===== src/rtl/pkt_dispatcher.sv =====
// pkt_dispatcher: writes a streamed packet into packet SRAM, runs the executor on it,
// then reports byte length and error status.
module pkt_dispatcher #(
  parameter int ADDR_W = 32,
  parameter int DATA_W = 32,
  parameter int MAX_WORDS = 512,
  parameter int EXEC_TIMEOUT = 65535
) (
  input  logic              clk,
  input  logic              rst,
  input  logic              s_valid_i,
  output logic              s_ready_o,
  input  logic [DATA_W-1:0] s_data_i,
  input  logic              s_last_i,
  input  logic [3:0]        s_sel_i,
  input  logic [ADDR_W-1:0] pkt_base_i,
  input  logic [ADDR_W-1:0] prog_addr_i,
  output logic              sram_ce_o,
  output logic              sram_we_o,
  output logic [ADDR_W-1:0] sram_addr_o,
  output logic [3:0]        sram_sel_o,
  output logic [DATA_W-1:0] sram_data_o,
  output logic              exec_start_o,
  output logic [ADDR_W-1:0] exec_start_addr_o,
  input  logic              exec_done_i,
  output logic              pkt_done_o,
  output logic [15:0]       pkt_len_o,
  output logic              err_o,
  output logic              busy_o
);
  typedef enum logic [2:0] {IDLE, WRITE, DRAIN, START, WAIT, RELEASE, DONE} state_t;
  localparam int CW = $clog2(EXEC_TIMEOUT + 1);
  state_t state;
  logic [ADDR_W-1:0] base;
  logic [15:0] words;
  logic [3:0] last_sel, sel;
  logic [CW-1:0] cnt;
  logic err, hs, wr, to_done;
  logic [18:0] len;
  assign hs = s_valid_i & s_ready_o;
  assign wr = hs & (state == IDLE | state == WRITE);
  assign sel = (s_last_i & s_sel_i != 4'h0) ? s_sel_i : 4'hf;
  assign to_done = (state == DRAIN & hs & s_last_i) | (state == RELEASE & cnt[0]);
  assign len = {1'b0, words, 2'b00} - 19'd4 + 19'($countones(last_sel));
  always_ff @(posedge clk or negedge rst) begin
    if (!rst) begin
      state <= IDLE;
      base <= '0;
      words <= '0;
      last_sel <= '0;
      cnt <= '0;
      err <= 1'b0;
      s_ready_o <= 1'b0;
      sram_ce_o <= 1'b0;
      sram_we_o <= 1'b0;
      sram_addr_o <= '0;
      sram_sel_o <= '0;
      sram_data_o <= '0;
      exec_start_o <= 1'b0;
      exec_start_addr_o <= '0;
      pkt_done_o <= 1'b0;
      pkt_len_o <= '0;
      err_o <= 1'b0;
      busy_o <= 1'b0;
    end else begin
      sram_ce_o <= wr;
      sram_we_o <= wr;
      pkt_done_o <= to_done;
      if (wr) begin
        sram_addr_o <= state == IDLE ? pkt_base_i : base + ADDR_W'({words, 2'b00});
        sram_sel_o <= sel;
        sram_data_o <= s_data_i;
        last_sel <= sel;
        words <= (state == IDLE ? 16'd0 : words) + 16'd1;
      end
      if (to_done) begin
        pkt_len_o <= |len[18:16] ? 16'hffff : len[15:0];
        err_o <= err;
      end
      case (state)
        IDLE: begin
          s_ready_o <= 1'b1;
          if (hs) begin
            base <= pkt_base_i;
            exec_start_addr_o <= prog_addr_i;
            err <= (MAX_WORDS == 1) & !s_last_i;
            busy_o <= 1'b1;
            state <= MAX_WORDS == 1 ? DRAIN : WRITE;
          end
        end
        WRITE: if (hs & !s_last_i & ({16'd0, words} == 32'(MAX_WORDS - 1))) begin
          state <= DRAIN;
          err <= 1'b1;
        end
        START: begin
          cnt <= '0;
          state <= WAIT;
        end
        WAIT: if (exec_done_i | (32'(cnt) == EXEC_TIMEOUT - 1)) begin
          err <= err | !exec_done_i;
          exec_start_o <= 1'b0;
          cnt <= '0;
          state <= RELEASE;
        end else cnt <= cnt + 1'b1;
        RELEASE: cnt <= cnt + 1'b1;
        DONE: begin
          state <= IDLE;
          s_ready_o <= 1'b1;
          busy_o <= 1'b0;
        end
        default: state <= state;
      endcase
      // last word of an accepted packet launches the executor from IDLE or WRITE
      if (wr & s_last_i) begin
        state <= START;
        s_ready_o <= 1'b0;
        exec_start_o <= 1'b1;
      end
      if (to_done) begin
        state <= DONE;
        s_ready_o <= 1'b0;
      end
    end
  end
endmodule


===== config.mk =====
export PLATFORM = sky130hd
export DESIGN_NAME = pkt_dispatcher
export DESIGN_NICKNAME = d
export VERILOG_FILES = /design/src/rtl/pkt_dispatcher.sv
export SDC_FILE = /design/constraint.sdc
export NUM_CORES = 1
export LEC_CHECK = 0
export CAP_MARGIN = 20
export CORE_MARGIN = 2
export CORE_UTILIZATION = 30
export CTS_CLUSTER_DIAMETER = 150
export CTS_CLUSTER_SIZE = 25
export DETAILED_ROUTE_END_ITERATION = 8
export GPL_ROUTABILITY_DRIVEN = 0
export SYNTH_ARGS = -nofsm -noshare
export SYNTH_HDL_FRONTEND = slang
export SYNTH_SLANG_ARGS = --single-unit

===== constraint.sdc =====
create_clock -name clk -period 4.1 [get_ports clk]
set_clock_uncertainty 0.05 [all_clocks]
set_input_delay 0.82 -clock clk [delete_from_list [all_inputs] [get_ports clk]]
set_output_delay 0.82 -clock clk [all_outputs]
set_load 0.01 [all_outputs]

# Word level (Yosys, flattened, before mapping)
# Cells that the tools add are included.
dict set report classes {
  bitwise 13
  add_sub_neg 8
  reduce_logical 18
  muxes 24
  n_eq_ne 14
}
# operator n
set op_table {}
lappend op_table {{$mux 16} 3}
lappend op_table {{$pmux 16 s3} 1}
lappend op_table {{$add 16x1->16 const B} 2}
lappend op_table {{$add 32x18->32} 1}
lappend op_table {{$mux 32} 1}
lappend op_table {{$add 19x3->19} 1}
lappend op_table {{$sub 18x3->19 const B} 1}
lappend op_table {{$eq 16x16->1 const B} 1}
lappend op_table {{$eq 16x9->1 const B} 1}
lappend op_table {{$mux 3} 5}
lappend op_table {{$pmux 3 s5} 1}
lappend op_table {{$mux 1} 10}
lappend op_table {{$and 1x1->1} 9}
lappend op_table {{$eq 3x3->1 const B} 3}
lappend op_table {{$reduce_bool 3->1} 3}
lappend op_table {{$reduce_and 4->1} 2}
lappend op_table {{$reduce_bool 7->1} 1}
lappend op_table {{$eq 3x2->1 const B} 2}
lappend op_table {{$reduce_and 2->1} 3}
lappend op_table {{$reduce_bool 2->1} 3}
lappend op_table {{$add 1x1->2} 2}
lappend op_table {{$mux 4} 1}
lappend op_table {{$ne 2x2->1 const B} 2}
lappend op_table {{$ne 4x2->1 const B} 1}
lappend op_table {{other kinds (13)} 17}
dict set report totals {
  output_inout_bits 123
  input_bits 105
  reg_bits 190
  word_cells 93
}

# Longest topological paths before layout
# Gate-level depths: netlist of run 1.
dict set report logic_depth {
  word_depth 7
  ltp_mapped 13
  ltp_nobuf 12
}

# Worst setup path after synthesis of run 1
# No wires, ideal clock.
dict set report synth_path {
  kind {register -> register}
  start {reg last_sel[0]}
  end {reg pkt_len_o[10]}
  synth_period_minus_slack_ps 3123
  arrival_ps 2952
  stages_incl_launch_ff 14
  n_path_buf 1
  setup_time_ps 121
  setup_slack_ps 977
  t_required_ps 3929
  cell_sequence {dfrtp_1 inv_1 fa_1 inv_1 ha_1 ha_1 a211oi_2 o21bai_1 o31a_1 a41oi_2 xor2_1 nand4_2 buf_6 o22a_1}
}
dict set report synth_via {
  elab_chain_len 5
}
# element line
set synth_lines {}
lappend synth_lines {{start: declaration} 36} ;# logic [3:0] last_sel, sel;
lappend synth_lines {{start signal: assignment} 73} ;# last_sel <= sel;
lappend synth_lines {{$add 1x1->2 (implied by the code) *} 44} ;# assign len = {1'b0, words, 2'b00} - 19'd4 + 19'($countones(last_sel));
lappend synth_lines {{$add 2x2->3 (implied by the code) *} 44}
lappend synth_lines {{$add 19x3->19 *} 44}
lappend synth_lines {{$reduce_or 3->1} 77} ;# pkt_len_o <= |len[18:16] ? 16'hffff : len[15:0];
lappend synth_lines {{$mux 16 *} 77}
lappend synth_lines {{end signal: assignment} 77}
lappend synth_lines {{end: declaration} 27} ;# output logic [15:0] pkt_len_o,
# Every way passes the cells marked *; elsewhere a longest branch is shown, timed or not.
# A chain may end at the register's enable or synchronous reset.

# Final worst setup path of run 1
dict set report layout_path {
  start {reg last_sel[0]}
  end {reg pkt_len_o[12]}
}
# The elaborated chain is that of the path after synthesis.

==> results of run 1 <==
## metrics by stage
stage | setup slack (ns) | utilization
final | 0.6915 | 0.4093
after global routing | 0.4116 | 0.4093
after global placement | 0.7875 | 0.3904
after detailed placement | 0.6912 | 0.3904
after CTS | 0.6625 | 0.4092
after floorplan | 0.9770 | -
## cell usage after synthesis (7+ instances only)
library cell / n
sky130_fd_sc_hd__clkbuf_1: 43
sky130_fd_sc_hd__ha_1: 45
sky130_fd_sc_hd__o21ai_1: 22
sky130_fd_sc_hd__nand3_1: 23
sky130_fd_sc_hd__dfrtp_1: 190
sky130_fd_sc_hd__nand4_1: 11
sky130_fd_sc_hd__a21oi_1: 50
sky130_fd_sc_hd__o22ai_1: 7
sky130_fd_sc_hd__o211ai_1: 10
sky130_fd_sc_hd__nor2_1: 60
sky130_fd_sc_hd__o22a_1: 17
sky130_fd_sc_hd__a21o_1: 16
sky130_fd_sc_hd__nor3_1: 10
sky130_fd_sc_hd__xnor2_1: 29
sky130_fd_sc_hd__o21ai_0: 28
sky130_fd_sc_hd__inv_1: 34
sky130_fd_sc_hd__nand2b_1: 9
sky130_fd_sc_hd__nand2_1: 367
sky130_fd_sc_hd__xor2_1: 29
sky130_fd_sc_hd__a31oi_1: 10
## how the worst max path moves through the flow
stage / start / to
after global routing: last_sel[0]$_DFFE_PN0N_ / pkt_len_o[1]$_DFFE_PN0P_
after detailed placement: last_sel[0]$_DFFE_PN0N_ / pkt_len_o[14]$_DFFE_PN0P_
after global placement: last_sel[0]$_DFFE_PN0N_ / pkt_len_o[14]$_DFFE_PN0P_
final: last_sel[0]$_DFFE_PN0N_ / pkt_len_o[12]$_DFFE_PN0P_
after floorplan: last_sel[0]$_DFFE_PN0N_ / pkt_len_o[10]$_DFFE_PN0P_
after CTS: last_sel[0]$_DFFE_PN0N_ / pkt_len_o[12]$_DFFE_PN0P_
## layout make-up
cell class	count	area, sq um
sequential	190	4755
tap	442	553.0
antenna	1	2.502
clock inverter	14	171.4
fill	3250	19220
inverter	36	135.1
timing repair buffer	244	2429
multi-input combinational	847	4832
clock buffer	18	439.2
## metal layers
metal  GRT usage  wire length [um]  vias up
li1            -                 -     4238
met1      0.2155             12610     4073
met2      0.2609             12830      263
met3     0.04813              2190       25
met4     0.04252               459        4
met5           0                27        -
## report_power, final
part	total (mW)	switching (mW)	internal [mW]
logic	4.84	2.49	2.35
clock network	1.77	0.831	0.944
registers	3.28	0.625	2.65
total	9.90	3.95	5.95
## critical path: stages, from the launching register on
cell	delay [ns]
sky130_fd_sc_hd__dfrtp_1	0.36
sky130_fd_sc_hd__inv_1	0.08
sky130_fd_sc_hd__fa_1	0.55
sky130_fd_sc_hd__inv_1	0.06
sky130_fd_sc_hd__ha_1	0.21
sky130_fd_sc_hd__ha_1	0.24
sky130_fd_sc_hd__a211oi_2	0.22
sky130_fd_sc_hd__o21bai_1	0.13
sky130_fd_sc_hd__o31a_1	0.30
sky130_fd_sc_hd__a41oi_2	0.22
sky130_fd_sc_hd__xor2_1	0.19
sky130_fd_sc_hd__nand4_2	0.38
sky130_fd_sc_hd__o22a_1	0.32
## cells by family after synthesis
group | share of synthesized area
AND/OR/NAND/NOR | 0.2224
AO/OA/AOI/OAI | 0.1450
flip-flops | 0.4802
buffers and inverters | 0.03501
XOR/XNOR | 0.05131
adder cells (fa/ha/maj) | 0.06091
multiplexers | 0.005181
## registers in the layout (all words and copies together), names as in the netlist
name and count:
last_sel 4, state 3, words 16, sram_we_o 1, sram_addr_o 32, err 1, base 32, exec_start_o 1
sram_data_o 32, cnt 16, exec_start_addr_o 32, err_o 1, pkt_done_o 1, s_ready_o 1, busy_o 1, pkt_len_o 16
==> metrics.md, run 1 <==
| Metric | Value |
|---|---|
| Global routing usage summed across all routing layers | `0.1630` |
| Worst-Margin Slew | `between 0.8 and 0.9 ns` |
| Pin count of the biggest net entering global routing | `71` |
| CP Max Fanout | `16` |
| Worst min path class | `in2async` |
| Area after detailed placement | `12700 sq um` |
| R2R depth | `12` |
| Count of unresolved DRC violations after routing | `0` |
| Effective utilization at floorplan | `0.3043` |
| Power Density | `743.2 nW/um^2` |
| Layout net count | `1488` |
| Number of enable-type register cells in the synthesized netlist | `0` |
| Postcts setup bufs | `0` |
| Resized cells post-CTS | `0` |
| Root Buffer | `sky130_fd_sc_hd__clkbuf_16` |
| Total Negative Setup Slacks | `0 ns` |
| Max-cap violations | `0` |
| CTS Buffer Depth | `2` |
| Share of the yosys chip area belonging to registers | `0.4802` |
| Synthesis warning total | `0` |
| Layout cells sized above 1 | `0.04670` |
| Most common cell after layout, fill and taps aside | `sky130_fd_sc_hd__nand2_1` |
| Total clock sinks | `between 150 and 200` |
| Half-perimeter wire length after detailed placement | `20200 um` |
| Dominant register cell in the synthesized netlist | `sky130_fd_sc_hd__dfrtp_1` |
| Worst setup slack for register-to-register paths | `0.69 ns` |
| Final hold slack | `0.2998 ns` |
| Top library cells by usage in the layout, fill and taps aside | `366 x sky130_fd_sc_hd__nand2_1, 226 x sky130_fd_sc_hd__clkdlybuf4s50_1, 190 x sky130_fd_sc_hd__dfrtp_1, 59 x sky130_fd_sc_hd__nor2_1, 50 x sky130_fd_sc_hd__a21oi_1` |
| CTS hold repair buffers | `0` |
| Data arrival time of the critical path | `between 3 and 4 ns` |
| FF-to-FF Start | `last_sel[0]$_DFFE_PN0N_` |
| Req. time, crit path | `between 4 and 5 ns` |
| Non-Filler Instances | `around 1.8k` |
| Mean routed wirelength per cell | `roughly 16 um` |
| Most area-consuming cells after synthesis | `sky130_fd_sc_hd__dfrtp_1 48%, sky130_fd_sc_hd__nand2_1 14%, sky130_fd_sc_hd__ha_1 5.7%` |
| RR Endpoint | `pkt_len_o[12]$_DFFE_PN0P_` |
| Proportion of register bits with asynchronous set or reset after synthesis | `1.000` |
| Max_slew headroom | `0.4445` |
| Number of hold-slack violations in the final timing report | `0` |
| Global-route wire length before repair | `44350 um` |
| Antenna-violating nets left | `0` |
| X dimension of the die | `185.7 um` |
| WS Path Type | `reg2reg` |
| Total vias in the final route | `8603` |
| Worst-path clk slew | `0.08 ns` |
| Status | `completed` |
| Maximum clock rate | `293.4 MHz` |
| Yosys cell types | `70` |
| Placed Cells | `1759` |
| Number of antenna violations at the first check in global routing | `3` |
| H-tree depth | `4` |
| Tot Pwr | `9.896 mW` |
| I/O pin total | `228` |
| Row count | `66` |
| Post-route cell area | `~13000 sq um` |
| RSZ-0062 raised after global routing | `false` |
| Final setup viols | `0` |
| Final critical-path required period | `between 3 and 4 ns` |
| Quantity of I/O buffers inserted on ports | `227` |
| Clock tree from TritonCTS | `done` |
| Number of buffers inserted during clock tree synthesis | `17` |
| Sort of element at the start of the critical path | `flop` |
| Mean area per synthesized cell | `8.801 sq um` |
| Remaining global-route overflow | `0` |
| Count of TritonRoute iterations in the first routing pass | `5` |
| Number of global-route vias before repair | `8371` |
| Die outline area | `34470 sq um` |
| Number of DRC markers in iteration 0 | `540` |
| Final number of max-transition violations | `0` |
| Core area | `32540 sq um` |
| Layout-stage area growth over the synthesis result | `34.50%` |
| Mean number of vias per cell | `4.801` |
| Cells after Synth | `1125` |
| Die Y | `around 190 um` |
| Netlist Area Pre-Place | `9901 sq um` |
| P_leak | `between 6 and 7 nW` |
| Maximum vdd ir drop | `397.2 uV` |
| Proportion of netlist area held by the largest area contributor | `0.4802` |
| Crit path capture type | `flop` |
| Final cycle utilization of the critical path | `0.8313` |
| Flops & latches, synth | `190` |
| Final routed wirelength across all metal layers | `28120 um` |
| Post-synthesis cell type with the largest combined area | `sky130_fd_sc_hd__dfrtp_1` |
| Synth Net Count | `roughly 1.3k` |
| Latest clock arrival within the worst-skew pair | `around 0.44 ns` |
No activity file was read; power rests on OpenSTA's default activity.
==> run 2, diff against run 1 <==
==> constraint.sdc (replaced) <==
create_clock -name clk -period 3.28 [get_ports clk]
set_clock_uncertainty 0.05 [all_clocks]
set_input_delay 0.656 -clock clk [delete_from_list [all_inputs] [get_ports clk]]
set_output_delay 0.656 -clock clk [all_outputs]
set_load 0.01 [all_outputs]
==> run 2 against run 1 <==
Total power up 26%. Core utilization up 0.40 points. Clock power up 23%. Critical path depth up 1. Sequential power up 24%. Critical endpoint is now pkt_len_o[4]$_DFFE_PN0P_. Highest routed layer is now met4.
==> metrics.md, run 2 (synthesis results as in run 1) <==
| Metric | Value |
|---|---|
| WS Path Type | `reg2reg` |
| Number of antenna diodes | `0 (-1)` |
| Most used routing layer | `met2` |
| Setup slack after placement | `0.1266 ns (-0.5646 ns)` |
| Worst setup startpoint | `last_sel[0]$_DFFE_PN0N_` |
| Final routed wirelength across all metal layers | `28440 um (+1.1%)` |
| Quantity of I/O buffers inserted on ports | `227 (unchanged)` |
| CTS Buffer Depth | `2 (unchanged)` |
| Effective utilization at floorplan | `0.3043 (unchanged)` |
| Final cycle utilization of the critical path | `0.9537 (+0.1224)` |
| FF-to-FF Start | `last_sel[0]$_DFFE_PN0N_` |
| Mean number of vias per cell | `4.770 (-0.64%)` |
| Maximum clock rate | `319.7 MHz (+9.0%)` |
| Sort of element at the start of the critical path | `flop` |
| Req. time, crit path | `3.57 ns (-0.81 ns)` |
| Worst-Margin Slew | `0.6657 ns (-0.1567 ns)` |
| CP Max Fanout | `8 (-8)` |
| Layout net count | `1499 (+0.74%)` |
| Global-route track usage on met1 | `0.2157 (about the same)` |
| Top library cells by usage in the layout, fill and taps aside | `366 x sky130_fd_sc_hd__nand2_1, 226 x sky130_fd_sc_hd__clkdlybuf4s50_1, 190 x sky130_fd_sc_hd__dfrtp_1, 59 x sky130_fd_sc_hd__nor2_1, 50 x sky130_fd_sc_hd__a21oi_1` |
| Total vias in the final route | `8596 (-0.081%)` |
| Global-route wire length before repair | `45020 um (+1.5%)` |
| Remaining global-route overflow | `0 (unchanged)` |
| CTS hold repair buffers | `0 (unchanged)` |
| Latest clock arrival within the worst-skew pair | `0.44 ns (about the same)` |
| Count of unresolved DRC violations after routing | `0 (unchanged)` |
| Filler cells | `3307 (+1.8%)` |
| RSZ-0062 raised after global routing | `false` |
| Data arrival time of the critical path | `3.42 ns (-0.27 ns)` |
| Layout cells sized above 1 | `0.05662 (+0.009916)` |
| Master of the slowest instance on the critical path | `sky130_fd_sc_hd__fa_1` |
| I/O pin total | `228 (unchanged)` |
| Most common cell after layout, fill and taps aside | `sky130_fd_sc_hd__nand2_1` |
| Core area | `32540 sq um (unchanged)` |
| Number of antenna violations at the first check in global routing | `1 (-2)` |
| Crit path largest cell delay | `0.53 ns (-0.02 ns)` |
| H-tree depth | `4 (unchanged)` |
| Die Y | `185.7 um (unchanged)` |
| Share of the core filled with cells | `0.4133 (+0.004038)` |
| Total Negative Setup Slacks | `0 ns (unchanged)` |
| Final setup margin | `0.1517 ns (-0.5398 ns)` |
| Row count | `66 (unchanged)` |
| Final number of max-transition violations | `0 (unchanged)` |
| Most common cell on crit path | `sky130_fd_sc_hd__inv_1` |
| RR Endpoint | `pkt_len_o[4]$_DFFE_PN0P_` |
| Met2 GRT Util | `0.2696 (+0.008657)` |
| Worst-path clk slew | `0.08 ns (about the same)` |
| Layout-stage area growth over the synthesis result | `35.83%` |
| M3 GR Usage | `0.04715 (-0.0009783)` |
| Die outline area | `34470 sq um (unchanged)` |
| Number of global-route vias before repair | `8578 (+2.5%)` |
| Mean routed wirelength per cell | `15.78 um (+0.58%)` |
| Max-cap violations | `0 (unchanged)` |
| Status | `completed` |
| Tot Pwr | `12.51 mW (+26%)` |
| Pin count of the biggest net entering global routing | `75 (+5.6%)` |
| Number of DRC markers in iteration 0 | `436 (-19%)` |
| Number of buffers inserted during clock tree synthesis | `17 (unchanged)` |
| R2R depth | `13 (+1)` |
| Antenna-violating nets left | `0 (unchanged)` |
| Worst min path class | `in2async` |
| Maximum vdd ir drop | `439.1 uV (+11%)` |
| Count of TritonRoute iterations in the first routing pass | `5 (unchanged)` |
| Half-perimeter wire length after detailed placement | `20250 um (+0.22%)` |
| Global routing usage summed across all routing layers | `0.1655 (+0.002449)` |
| Crit path capture type | `flop` |
| X dimension of the die | `185.7 um (unchanged)` |
| Final critical-path required period | `3.128 ns (-0.2803 ns)` |
| Ordered cell list for the critical path | `inv_1 -> fa_1 -> inv_1 -> ha_4 -> ha_1 -> a211oi_2 -> o21bai_1 -> o31a_1 -> a41oi_2 -> xor2_1 -> nand4_2 -> clkbuf_16 -> o22a_1` |
| P_leak | `6.107 nW (+1.0%)` |
| Max_slew headroom | `0.5521 (+0.1075)` |
| Number of hold-slack violations in the final timing report | `0 (unchanged)` |
| Worst setup slack for register-to-register paths | `0.15 ns (-0.54 ns)` |
| Final setup viols | `0 (unchanged)` |
| Clock tree from TritonCTS | `done` |
| Total clock sinks | `190 (unchanged)` |
| Root Buffer | `sky130_fd_sc_hd__clkbuf_16` |
| Power Density | `930.0 nW/um^2 (+25%)` |
| Worst setup path endpoint | `pkt_len_o[4]$_DFFE_PN0P_` |
run 2: changes by cell type in the layout (fill, tap and decap cells not counted), sizes merged:
cell | previous run | this run
clkinvlp | 2 | 3
clkbuf | 19 | 21
clkinv | 2 | 3
inv | 44 | 41
diode | 1 | 0
buf | 17 | 27
run 2: routing by layer:
layer  share of wire  routed length [um]
met5               0                   0
met4           0.012                 351
met3           0.068                1935
met2            0.46               13180
met1            0.46               12970
run 2: critical path, delay by kind of cell (launching register included):
| family | cells | cell delay, ns |
|---|---|---|
| AOI/OAI and AO/OA | 5 | 1.04 |
| and+or+nand+nor | 1 | 0.17 |
| buffers and inverters | 3 | 0.35 |
| adders and majority gates | 3 | 0.89 |
| DFF | 1 | 0.35 |
| xor gates and xnor gates | 1 | 0.19 |
run 2: per-stage QoR:
step	hold slack (ns)	area [sq um]	std cells
2_1_floorplan	0.3104	9901	1125
4_1_cts	0.2129	13370	1797
3_5_place_dp	0.4113	12760	1765
3_3_place_gp	0.4068	12760	1765
5_1_grt	0.2342	13450	1802
6_report	0.1741	13450	1802
run 2: repair_timing:
| action | CTS | global route |
|---|---|---|
| resized for setup | 0 | 6 |
| buffers inserted | 0 | 4 |
| setup endpoints to repair | 0 | 16 |
run 2: power by group:
part           internal, mW  switching, mW
sequential             3.32          0.763
combinational          3.08           3.17
clock                  1.18          0.992
total                  7.58           4.92
run 2: area by class of cell:
cell class | instances | area [sq um] | share of cell area
Multi-Input combinational cell | 847 | 4850 | 0.3606
Sequential cell | 190 | 4755 | 0.3536
Timing Repair Buffer | 255 | 2549 | 0.1895
Tap cell | 442 | 553.0 | 0.04112
Clock buffer | 19 | 452.9 | 0.03368
Clock inverter | 13 | 153.9 | 0.01144
Inverter | 36 | 135.1 | 0.01005
run 2: worst min path at each step:
stage               slack (ns)                        startpoint                          endpoint  cells past startpoint
finish                    0.17                               rst                cnt[3]$_DFFE_PN0P_                      1
global route              0.23                               rst                cnt[3]$_DFFE_PN0P_                      1
CTS                       0.21                               rst                cnt[2]$_DFFE_PN0P_                      1
detailed placement        0.41       sram_data_o[18]$_DFFE_PN0N_       sram_data_o[18]$_DFFE_PN0N_                      2
global placement          0.41  exec_start_addr_o[7]$_DFFE_PN0P_  exec_start_addr_o[7]$_DFFE_PN0P_                      2
floorplan                 0.31                               rst               base[0]$_DFFE_PN0P_                      0
